--- src/rtl/wrr_packet_arbiter_pkg.sv ---
// Shared crossbar definitions: arbiter state encoding and small helpers.
// Imported by the packet arbiter and its rotating-priority picker.
package wrr_packet_arbiter_pkg;

  typedef enum logic {
    ST_IDLE = 1'b0,
    ST_LOCK = 1'b1
  } state_e;

  localparam int CREDIT_MAX_W = 16;

  function automatic int clog2_safe(input int n);
    return (n <= 1) ? 1 : $clog2(n);
  endfunction

  // A zero quantum would starve its source, so it grants one packet.
  function automatic logic [CREDIT_MAX_W-1:0] weight_to_credit(
    input logic [CREDIT_MAX_W-1:0] w
  );
    return (w == '0) ? CREDIT_MAX_W'(1) : w;
  endfunction

endpackage

--- src/rtl/wrr_packet_arbiter_rr_pick.sv ---
// Rotating-priority first-one finder: first set request at or after ptr,
// wrapping past the top index.
module rr_pick
  import wrr_packet_arbiter_pkg::*;
#(
  parameter int N  = 5,
  parameter int IW = clog2_safe(N)
) (
  input  logic [N-1:0]  i_req,
  input  logic [IW-1:0] i_ptr,
  output logic [IW-1:0] o_idx,
  output logic          o_found
);

  always_comb begin : p_scan
    int j;
    j       = 0;
    o_idx   = '0;
    o_found = 1'b0;
    for (int k = 0; k < N; k++) begin
      j = (int'(i_ptr) + k) % N;
      if (!o_found && i_req[j]) begin
        o_found = 1'b1;
        o_idx   = IW'(j);
      end
    end
  end

endmodule

--- src/rtl/wrr_packet_arbiter.sv ---
// Packet-granular weighted round-robin arbiter for one crossbar master port.
// Grant is held through last; each source gets up to weight packets per turn.
module wrr_packet_arbiter
  import wrr_packet_arbiter_pkg::*;
#(
  parameter int S_DATA_COUNT = 5,
  parameter int T_ID___WIDTH = clog2_safe(S_DATA_COUNT),
  parameter int WEIGHT_WIDTH = 4
) (
  input  logic                               clk,
  input  logic                               rst,
  input  logic [S_DATA_COUNT-1:0]            req_i,
  input  logic [S_DATA_COUNT-1:0]            last_i,
  input  logic [S_DATA_COUNT*WEIGHT_WIDTH-1:0] weight_i,
  input  logic                               m_ready_i,
  output logic [S_DATA_COUNT-1:0]            grant_o,
  output logic [T_ID___WIDTH-1:0]            id_o,
  output logic                               valid_o,
  output logic                               last_o,
  output logic [S_DATA_COUNT-1:0]            s_ready_o,
  output logic                               busy_o
);

  localparam int S  = S_DATA_COUNT;
  localparam int IW = T_ID___WIDTH;
  localparam int W  = WEIGHT_WIDTH;

  state_e          r_state;
  state_e          w_state_nx;
  logic [IW-1:0]   r_sel;
  logic [IW-1:0]   w_sel_nx;
  logic [IW-1:0]   r_ptr;
  logic [IW-1:0]   w_ptr_nx;
  logic [IW-1:0]   w_ptr_inc;
  logic [IW-1:0]   w_pick_idx;
  logic            w_pick_found;
  logic [W-1:0]    r_credit;
  logic [W-1:0]    w_credit_nx;
  logic [W-1:0]    w_weight_sel;
  logic [W-1:0]    w_credit_load;
  logic            r_boundary;
  logic            w_boundary_nx;
  logic [S-1:0]    r_grant;
  logic [S-1:0]    w_grant_nx;
  logic            w_busy;
  logic            w_valid;
  logic            w_last;
  logic            w_hs;
  logic            w_pkt_end;
  logic            w_release;

  rr_pick #(
    .N  (S),
    .IW (IW)
  ) u_pick (
    .i_req   (req_i),
    .i_ptr   (r_ptr),
    .o_idx   (w_pick_idx),
    .o_found (w_pick_found)
  );

  assign w_weight_sel  = weight_i[int'(w_pick_idx)*W +: W];
  assign w_credit_load = W'(weight_to_credit(CREDIT_MAX_W'(w_weight_sel)));
  assign w_ptr_inc     = (r_sel == IW'(S-1)) ? '0 : r_sel + 1'b1;

  assign w_busy    = (r_state == ST_LOCK);
  assign w_valid   = w_busy & req_i[r_sel];
  assign w_last    = w_busy & last_i[r_sel];
  assign w_hs      = w_valid & m_ready_i;
  assign w_pkt_end = w_hs & w_last;

  assign grant_o   = r_grant;
  assign id_o      = r_sel;
  assign valid_o   = w_valid;
  assign last_o    = w_last;
  assign s_ready_o = r_grant & {S{m_ready_i}};
  assign busy_o    = w_busy;

  always_ff @(posedge clk) begin
    if (rst) begin
      r_state    <= ST_IDLE;
      r_sel      <= '0;
      r_ptr      <= '0;
      r_credit   <= '0;
      r_boundary <= 1'b0;
      r_grant    <= '0;
    end else begin
      r_state    <= w_state_nx;
      r_sel      <= w_sel_nx;
      r_ptr      <= w_ptr_nx;
      r_credit   <= w_credit_nx;
      r_boundary <= w_boundary_nx;
      r_grant    <= w_grant_nx;
    end
  end

  always_comb begin
    w_state_nx    = r_state;
    w_sel_nx      = r_sel;
    w_ptr_nx      = r_ptr;
    w_credit_nx   = r_credit;
    w_boundary_nx = r_boundary;
    w_grant_nx    = r_grant;
    w_release     = 1'b0;
    unique case (r_state)
      ST_IDLE: begin
        if (w_pick_found) begin
          w_state_nx    = ST_LOCK;
          w_sel_nx      = w_pick_idx;
          w_grant_nx    = S'(1) << w_pick_idx;
          w_credit_nx   = w_credit_load;
          w_boundary_nx = 1'b0;
        end
      end
      ST_LOCK: begin
        // Packet end outranks the boundary decision in the same cycle.
        if (w_pkt_end) begin
          if (r_credit <= W'(1)) begin
            w_release = 1'b1;
          end else begin
            w_credit_nx   = r_credit - 1'b1;
            w_boundary_nx = 1'b1;
          end
        end else if (r_boundary) begin
          if (req_i[r_sel]) begin
            w_boundary_nx = 1'b0;
          end else begin
            w_release = 1'b1;
          end
        end
      end
      default: begin
        w_state_nx = ST_IDLE;
      end
    endcase
    if (w_release) begin
      w_state_nx    = ST_IDLE;
      w_sel_nx      = '0;
      w_grant_nx    = '0;
      w_ptr_nx      = w_ptr_inc;
      w_credit_nx   = '0;
      w_boundary_nx = 1'b0;
    end
  end

endmodule
--- config.mk ---
export PLATFORM = sky130hd
export DESIGN_NAME = wrr_packet_arbiter
export DESIGN_NICKNAME = d
export VERILOG_FILES = /design/src/rtl/wrr_packet_arbiter_pkg.sv /design/src/rtl/wrr_packet_arbiter_rr_pick.sv /design/src/rtl/wrr_packet_arbiter.sv
export SDC_FILE = /design/constraint.sdc
export NUM_CORES = 1
export LEC_CHECK = 0
export BUFFER_PORTS_ARGS = -buffer_cell sky130_fd_sc_hd__buf_4
export CAP_MARGIN = 20
export CORE_MARGIN = 5
export CORE_UTILIZATION = 55
export DETAILED_ROUTE_END_ITERATION = 7
export PLACE_DENSITY = 0.79
export SLEW_MARGIN = 15
export SYNTH_ARGS = -nofsm -noshare
export SYNTH_HDL_FRONTEND = slang
export SYNTH_SLANG_ARGS = --single-unit
--- constraint.sdc ---
create_clock -name clk -period 7.9 [get_ports clk]
set_input_delay 0.79 -clock clk [delete_from_list [all_inputs] [get_ports clk]]
set_output_delay 0.79 -clock clk [all_outputs]
set_load 0.02 [all_outputs]
==> impl_metrics.ini, run 1 <==
[setup_path]
crit_top_cell = sky130_fd_sc_hd__ha_1
critical_path.startpoint_type = register
maximum_cell_stage_delay_along_the_critical_path_ps = 620
worst-setup-path-type = reg -> reg
timing.reg2reg.setup_slack_ps = 2530
worstPathArrival_ps = 5570
critical_path.max_fanout = 17
path_cells = inv_2 -> ha_1 -> inv_1 -> ha_1 -> nor3_1 -> nor3_1 -> or2_2 -> ha_1 -> and2_1 -> nor2_1 -> a21o_1 -> o2111ai_1 -> nand3_1 -> and2_1 -> a211oi_2 -> o21ai_0 -> a21o_1 -> a31oi_1 -> o221a_1
cp_data_required_time_ps = 8100
crit_path_top_delay_cell = sky130_fd_sc_hd__dfxtp_1
critPathCaptureType = register

[detailed_routing]
dr.first_iter.drc_count = 221
detail_route.drc_violations = 0
detailedRoute.firstPassIterationCount = 4
via_per_inst = 6.44
vias_after_detailed_routing = 2949
wl_mm = 7.39
routed_length_per_instance_um = 16.1
detail-route-antenna-nets = 0

[grt]
number_of_antenna_violations_at_the_first_check_in_global_routing = 0
wire_length_of_the_first_global_routing_pass_mm = 12.6
globalRouteOverflowTotal = 0
grt_pass1_vias = 2799
grt_max_degree = 34
grt_resource_usage_total = 0.242

[cells_and_area]
area.growth.synth_to_final_pct = 15.7
antennaDiodeCount = 0
layoutNonFillerInstCount = 458
multi_input_comb_area_mm2 = 0.00218
final_layout_size_suffix_gt1_frac = 0.173
nets = 460
finish.utilization = 0.654
nFillCells = 428
area.sequential_um2 = 340

[clock_tree]
cts-buffers-inserted = 3
cts.repair_timing.setup_buffer_count = 0
cts_hold_repair.buffers = 0
cts_root_buffer = sky130_fd_sc_hd__clkbuf_8
cts.sinks = 17
post_cts_resized = 0
cts.path.max_buffers = 2
cts_tree = yes
insertion_delay_ps = 250
cts.htree.levels = 1
clkSlewWorstSetupHoldPaths_ps = 60

[min_path]
min_path_type = reg -> reg

[timing]
setup_viol = 0
achievable-frequency_mhz = 186
min_period_over_period = 0.680
slew_headroom = 0.361
timing_hold_violations_final = 0
worst_pin_slew_ps = 949
post-route-min-period_ps = 5370
timing.setup.tns_ps = 0
rsz0062_at_grt = false
timing.final.max_slew_violations = 0
whs_ps = 506
finalClockSkew_ps = 1.41

[logic_synthesis]
syn-mean-instance-area_um2 = 7.24
synth_cell_type_count = 62
cell_type_contributing_the_most_total_cell_area_after_synthesis = sky130_fd_sc_hd__dfxtp_1
postSynthRegisterBits = 17
synthesized_area_mm2 = 0.00265
edff_count_synth = 0
top_ff_cell_synth = sky130_fd_sc_hd__dfxtp_1
synthArstFlopShare = 0
post_synth_main_area_contributors = sky130_fd_sc_hd__dfxtp_1 13%, sky130_fd_sc_hd__ha_1 10%, sky130_fd_sc_hd__a21oi_1 5.9%
synth_sequential_area_ratio = 0.128
synth_fp_nets = 421
yosysWarnings = 0
synth_top_cell_area_share = 0.128
syn_inst = 366

[power_and_ir_drop]
cellPowerDensity_mw_per_mm2 = 106
power.switching_mw = 0.127
switching_share = 0.392
power_frac_comb = 0.479
power.share.clock = 0.202
p_seq_frac = 0.319
cell_internal_pwr_mw = 0.197
totalPowerFinal_mw = 0.325
vdd.ir_drop.worst_mv = 0.125
power_leakage_nw = 1.33

[floorplan]
num_rows = 25
dieHeight_um = 79.4
io_pins = 49
floorplan.initialDensity = 0.565
floorplan.die.width_um = 79.4
core_area_mm2 = 0.00469
die_area_mm2 = 0.00631

[placement]
place.detailed.instances = 454
buffer_ports.inserted = 48
place.gp.congestion = 0.926
hpwl_detailed_mm = 5.86

[flow_run]
max_cap_violations = 0

[run_status]
outcome = completed
==> power by group through the flow <==
| stage | Sequential, mW | Combinational [mW] | Clock, mW |
|---|---|---|---|
| floorplan | 0.105 | 0.105 | 0 |
| global placement | 0.105 | 0.151 | 0 |
| detailed placement | 0.105 | 0.153 | 0 |
| CTS | 0.103 | 0.154 | 0.0646 |
| global route | 0.105 | 0.172 | 0.0708 |
| finish | 0.104 | 0.156 | 0.0654 |
==> worst max-delay path, delay by kind of cell (launching register included) <==
family / cells / cell delay [ps]
and+or+nand+nor: 7 / 1360
adders and majority gates: 3 / 1280
DFF: 1 / 620
AOI/OAI and AO/OA: 7 / 1620
buffers and inverters: 2 / 410
==> routing by layer <==
| layer | vias up | wire length, µm | track usage |
|---|---|---|---|
| met3 | 11 | 500 | 0.0316 |
| met4 | 0 | 107 | 0.0773 |
| met5 | - | 0 | 0 |
| li1 | 1442 | - | - |
| met2 | 114 | 3520 | 0.412 |
| met1 | 1382 | 3270 | 0.315 |
==> layout make-up <==
cell class                      count  share of cell area
Timing Repair Buffer               49               0.120
Sequential cell                    17               0.111
Multi-Input combinational cell    317               0.712
Clock buffer                        4              0.0147
Inverter                           17              0.0208
Tap cell                           54              0.0220
==> path summary, 6_finish.rpt <==
check                                             start                  endpoint  cells past startpoint
worst min-delay path            grant_o[0]$_SDFFE_PP0P_   grant_o[0]$_SDFFE_PP0P_                      2
worst max-delay path              r_ptr[1]$_SDFFE_PP0P_  r_credit[3]$_SDFFE_PP0P_                     19
worst max register to register    r_ptr[1]$_SDFFE_PP0P_  r_credit[3]$_SDFFE_PP0P_                     19
worst min register to register  grant_o[0]$_SDFFE_PP0P_   grant_o[0]$_SDFFE_PP0P_                      2
==> cells by family after synthesis <==
kind of cell,share of synthesized area
xor+xnor,0.0260
fa+ha+maj,0.104
mux,0.0920
compound gates,0.308
buf+inv,0.0481
simple gates,0.294
flops,0.128
==> through the flow <==
stage / area (µm²) / setup WS [ps]
2_1_floorplan: 2650 / 3290
3_5_place_dp: 3020 / 2570
6_report: 3070 / 2530
5_1_grt: 3070 / 2040
3_3_place_gp: 3020 / 2670
4_1_cts: 3070 / 2560
==> sequential cells by signal, indices dropped and copies added (netlist names) <==
register	cells
id_o	3
r_credit	4
r_ptr	3
r_boundary	1
grant_o	5
busy_o	1
==> synth_stat cells, types with 3 or more instances <==
master,n
sky130_fd_sc_hd__o2bb2ai_1,3
sky130_fd_sc_hd__or3_1,4
sky130_fd_sc_hd__a21o_1,12
sky130_fd_sc_hd__nand2b_1,11
sky130_fd_sc_hd__o31ai_1,4
sky130_fd_sc_hd__nor2b_1,9
sky130_fd_sc_hd__nor2_1,25
sky130_fd_sc_hd__mux2_2,4
sky130_fd_sc_hd__nor3b_1,3
sky130_fd_sc_hd__a22oi_1,5
sky130_fd_sc_hd__o21a_1,4
sky130_fd_sc_hd__nand2_1,37
sky130_fd_sc_hd__and2_1,10
sky130_fd_sc_hd__a2111oi_0,3
sky130_fd_sc_hd__nor3_1,6
sky130_fd_sc_hd__mux4_2,3
sky130_fd_sc_hd__nand3_1,20
sky130_fd_sc_hd__nand4_1,3
sky130_fd_sc_hd__xnor2_1,6
sky130_fd_sc_hd__ha_1,22
sky130_fd_sc_hd__inv_1,16
sky130_fd_sc_hd__clkbuf_1,7
sky130_fd_sc_hd__a21oi_1,31
sky130_fd_sc_hd__and3_1,5
sky130_fd_sc_hd__buf_2,6
sky130_fd_sc_hd__o211ai_1,4
sky130_fd_sc_hd__a211oi_1,5
sky130_fd_sc_hd__nor4_1,5
sky130_fd_sc_hd__nand3b_1,5
sky130_fd_sc_hd__o21ai_0,16
sky130_fd_sc_hd__dfxtp_1,17
sky130_fd_sc_hd__mux2i_1,12
==> placed cells by master (no fill, tap or decap), types with 5 or more instances in the layout <==
master,instances
sky130_fd_sc_hd__nand3b_1,5
sky130_fd_sc_hd__nand2b_1,11
sky130_fd_sc_hd__and3_1,5
sky130_fd_sc_hd__inv_1,16
sky130_fd_sc_hd__a21oi_1,31
sky130_fd_sc_hd__mux2i_1,12
sky130_fd_sc_hd__o21ai_0,16
sky130_fd_sc_hd__nand3_1,20
sky130_fd_sc_hd__xnor2_1,6
sky130_fd_sc_hd__nor2_1,25
sky130_fd_sc_hd__nor3_1,6
sky130_fd_sc_hd__ha_1,22
sky130_fd_sc_hd__a22oi_1,5
sky130_fd_sc_hd__nor4_1,5
sky130_fd_sc_hd__and2_1,10
sky130_fd_sc_hd__nor2b_1,9
sky130_fd_sc_hd__a21o_1,12
sky130_fd_sc_hd__dfxtp_1,17
sky130_fd_sc_hd__nand2_1,37
sky130_fd_sc_hd__a211oi_1,5
sky130_fd_sc_hd__buf_4,49
Power figures use the tool's default switching activity.
==> inputs of run 2 (changes only) <==
- ABC_AREA: unset -> 1
- CORE_UTILIZATION: 55 -> 52
- PLACE_DENSITY: 0.79 -> 0.78
- clock period: 7.9 -> 4.4 ns (I/O delays scaled with it)
==> run 2 against run 1 <==
Hold slack got worse by 140 ps; first-iteration DRC count is 14% higher; count of clock-buffer cells in the layout shrank 1; critical path type unchanged; largest power group unchanged.
==> impl_metrics.ini, run 2 <==
[detailed_routing]
detail_route.drc_violations = 0
detailroute.wirelength.met3_um = 489
detail-route-antenna-nets = 0
via_per_inst = 5.37
wl_mm = 7.42
top_signal_layer_used = met4
routed_length_per_instance_um = 13.0
vias_after_detailed_routing = 3071
detail_route.wirelength.met1_mm = 3.51
detailedRoute.firstPassIterationCount = 5
route.met2.wl_mm = 3.36
dr.first_iter.drc_count = 252

[clock_tree]
clkSlewWorstSetupHoldPaths_ps = 70
cts.sinks = 17
cts_tree = yes
cts_hold_repair.buffers = 0
insertion_delay_ps = 260
cts_root_buffer = sky130_fd_sc_hd__clkbuf_8
cts.htree.levels = 1
cts.path.max_buffers = 2
cts-buffers-inserted = 3

[min_path]
hold_path.startpoint = rst
min_to = r_ptr[2]$_SDFFE_PP0P_
min_path_type = in -> reg
worst_hold_path.num_cells = 2

[placement]
hpwl_detailed_mm = 5.93
place_ws_ps = 66.0
buffer_ports.inserted = 48
place.gp.congestion = 0.934

[logic_synthesis]
syn-mean-instance-area_um2 = 5.79
cell_types_with_the_highest_counts_after_synthesis = 144 x sky130_fd_sc_hd__nand2_1, 67 x sky130_fd_sc_hd__inv_1, 57 x sky130_fd_sc_hd__nand3_1, 22 x sky130_fd_sc_hd__a21oi_1, 22 x sky130_fd_sc_hd__ha_1
syn_inst = 452
postSynthRegisterBits = 17
cell_type_contributing_the_most_total_cell_area_after_synthesis = sky130_fd_sc_hd__nand2_1
share_of_the_synthesized_area_in_compound_gates_ao_oa_aoi_oai = 0.133
yosys.area_share.adder = 0.105
muxShareOfSynthArea = 0
synth_simple_gate_area_frac = 0.473
synthesized_area_mm2 = 0.00262
post_synth_main_area_contributors = sky130_fd_sc_hd__nand2_1 21%, sky130_fd_sc_hd__dfxtp_1 13%, sky130_fd_sc_hd__nand3_1 11%
synth_fp_nets = 507
synth_cell_type_count = 38
synthArstFlopShare = 0
synth_top_family_by_area = simple AND/OR/NAND/NOR gates
top_ff_cell_synth = sky130_fd_sc_hd__dfxtp_1
yosysWarnings = 0
synth_sequential_area_ratio = 0.130
most_frequently_used_cell_type_in_the_post_synthesis_netlist = sky130_fd_sc_hd__nand2_1
xor_xnor_cell_area_share_of_the_yosys_netlist = 0.0330
edff_count_synth = 0
synth_top_cell_area_share = 0.207

[timing]
slew_headroom = 0.683
finalClockSkew_ps = 3.10
timing_hold_violations_final = 0
worst_pin_slew_ps = 471
setup_viol = 0
achievable-frequency_mhz = 245
min_period_over_period = 0.926
timing.final.max_slew_violations = 0
postLayoutSetupSlackWorst_ps = 326
post-route-min-period_ps = 4070

[cells_and_area]
multi_input_comb_area_mm2 = 0.00202
nets = 561
antennaDiodeCount = 0
largest_register_ffs = 5
nFillCells = 464
layout.cells.most_common_list = 143 x sky130_fd_sc_hd__nand2_1, 67 x sky130_fd_sc_hd__inv_1, 55 x sky130_fd_sc_hd__nand3_1, 55 x sky130_fd_sc_hd__buf_4, 22 x sky130_fd_sc_hd__a21oi_1
area.growth.synth_to_final_pct = 21.9
layout_commonest_cell = sky130_fd_sc_hd__nand2_1
area.sequential_um2 = 344
final_layout_size_suffix_gt1_frac = 0.218
finish.utilization = 0.662

[run_status]
outcome = completed

[power_and_ir_drop]
vdd.ir_drop.worst_mv = 0.360
power_frac_comb = 0.798
power.share.clock = 0.063
p_seq_frac = 0.139
switching_share = 0.584
power.switching_mw = 1.12
cell_internal_pwr_mw = 0.799
cellPowerDensity_mw_per_mm2 = 603
power_leakage_nw = 1.73

[floorplan]
dieHeight_um = 80.9
die_area_mm2 = 0.00655
floorplan.die.width_um = 80.9
core_area_mm2 = 0.00482
floorplan.initialDensity = 0.543
num_rows = 25
io_pins = 49

[grt]
grt_resource_usage_total = 0.230
globalRouteOverflowTotal = 0
number_of_antenna_violations_at_the_first_check_in_global_routing = 0
grt_pass1_vias = 2760
wire_length_of_the_first_global_routing_pass_mm = 12.4
grt_max_degree = 15

[flow_run]
max_cap_violations = 0

[setup_path]
timing.reg2reg.worst_path_depth = 33
maximum_cell_stage_delay_along_the_critical_path_ps = 380
critPathLaunch = r_ptr[1]$_SDFFE_PP0P_
timing.reg2reg.setup_slack_ps = 330
cp_data_required_time_ps = 4550
worstPathArrival_ps = 4220
critical_path.max_fanout = 9
crit_path_top_delay_cell = sky130_fd_sc_hd__dfxtp_4
r2r-start = r_ptr[1]$_SDFFE_PP0P_
critical_path.startpoint_type = register
critPathCaptureType = register
worst-setup-path-type = reg -> reg
crit_top_cell = sky130_fd_sc_hd__nand2_1
r2r_end = r_credit[2]$_SDFFE_PP0P_
[run 2: logic make-up (layout without fill, tap and decap cells)]
group,after synthesis,count (layout)
adder cells (fa/ha/maj),22,22
AND/OR/NAND/NOR,264,264
buffers and inverters,80,133
AO/OA/AOI/OAI,60,60
XOR/XNOR,9,9
flip-flops,17,17
[run 2: worst max path at each step]
stage               cells after the start                  endpoint  slack, ps
floorplan                              32  r_credit[1]$_SDFFE_PP0P_        520
global placement                       31  r_credit[0]$_SDFFE_PP0P_        350
detailed placement                     30  r_credit[3]$_SDFFE_PP0P_         70
CTS                                    32  r_credit[1]$_SDFFE_PP0P_         20
global route                           30  r_credit[0]$_SDFFE_PP0P_        -80
finish                                 33  r_credit[2]$_SDFFE_PP0P_        330
[run 2: power by group through the flow]
| stage | clock network [mW] | logic, mW | registers (mW) |
|---|---|---|---|
| 5_1_grt | 0.131 | 1.73 | 0.276 |
| 3_3_place_gp | 0 | 1.37 | 0.266 |
| 3_5_place_dp | 0 | 1.40 | 0.266 |
| 4_1_cts | 0.122 | 1.41 | 0.263 |
| 2_1_floorplan | 0 | 1.06 | 0.288 |
| 6_report | 0.121 | 1.54 | 0.267 |
[run 2: repair_timing]
action / in CTS / in global routing
buffers inserted: 0 / 4
endpoints found under the hold margin: 0 / 0
endpoints found under the setup margin: 0 / 10
resized for setup: 0 / 16
[run 2: through the flow]
stage	instance area [µm²]	hold WS (ps)	TNS, ps	power, mW	cells
after floorplan	2620	424	0	1.35	452
after global placement	3040	435	0	1.64	564
after detailed placement	3040	443	0	1.67	564
after CTS	3090	371	0	1.80	568
after global routing	3190	378	-200	2.14	572
final	3190	369	0	1.92	572
[run 2: layout make-up]
cell class / instances / area share
well taps: 67 / 0.0263
flip-flops and latches: 17 / 0.108
multi-input cells: 355 / 0.632
clock inverters: 1 / 0.00157
repair buffers: 56 / 0.131
inverters: 73 / 0.0883
clock buffers: 3 / 0.0129
[run 2: layer usage]
layer,vias to the layer above,track usage
li1,1565,-
met1,1384,0.348
met2,115,0.345
met3,7,0.0288
met4,0,0.0473
met5,-,0
[run 2: worst max-delay path: cells and delay by family (launching register included)]
kind	cells	cell delay (ps)
AOI/OAI and AO/OA	2	210
xor gates and xnor gates	1	200
adders and majority gates	4	800
buffers and inverters	5	470
DFF	1	380
and+or+nand+nor	21	1890
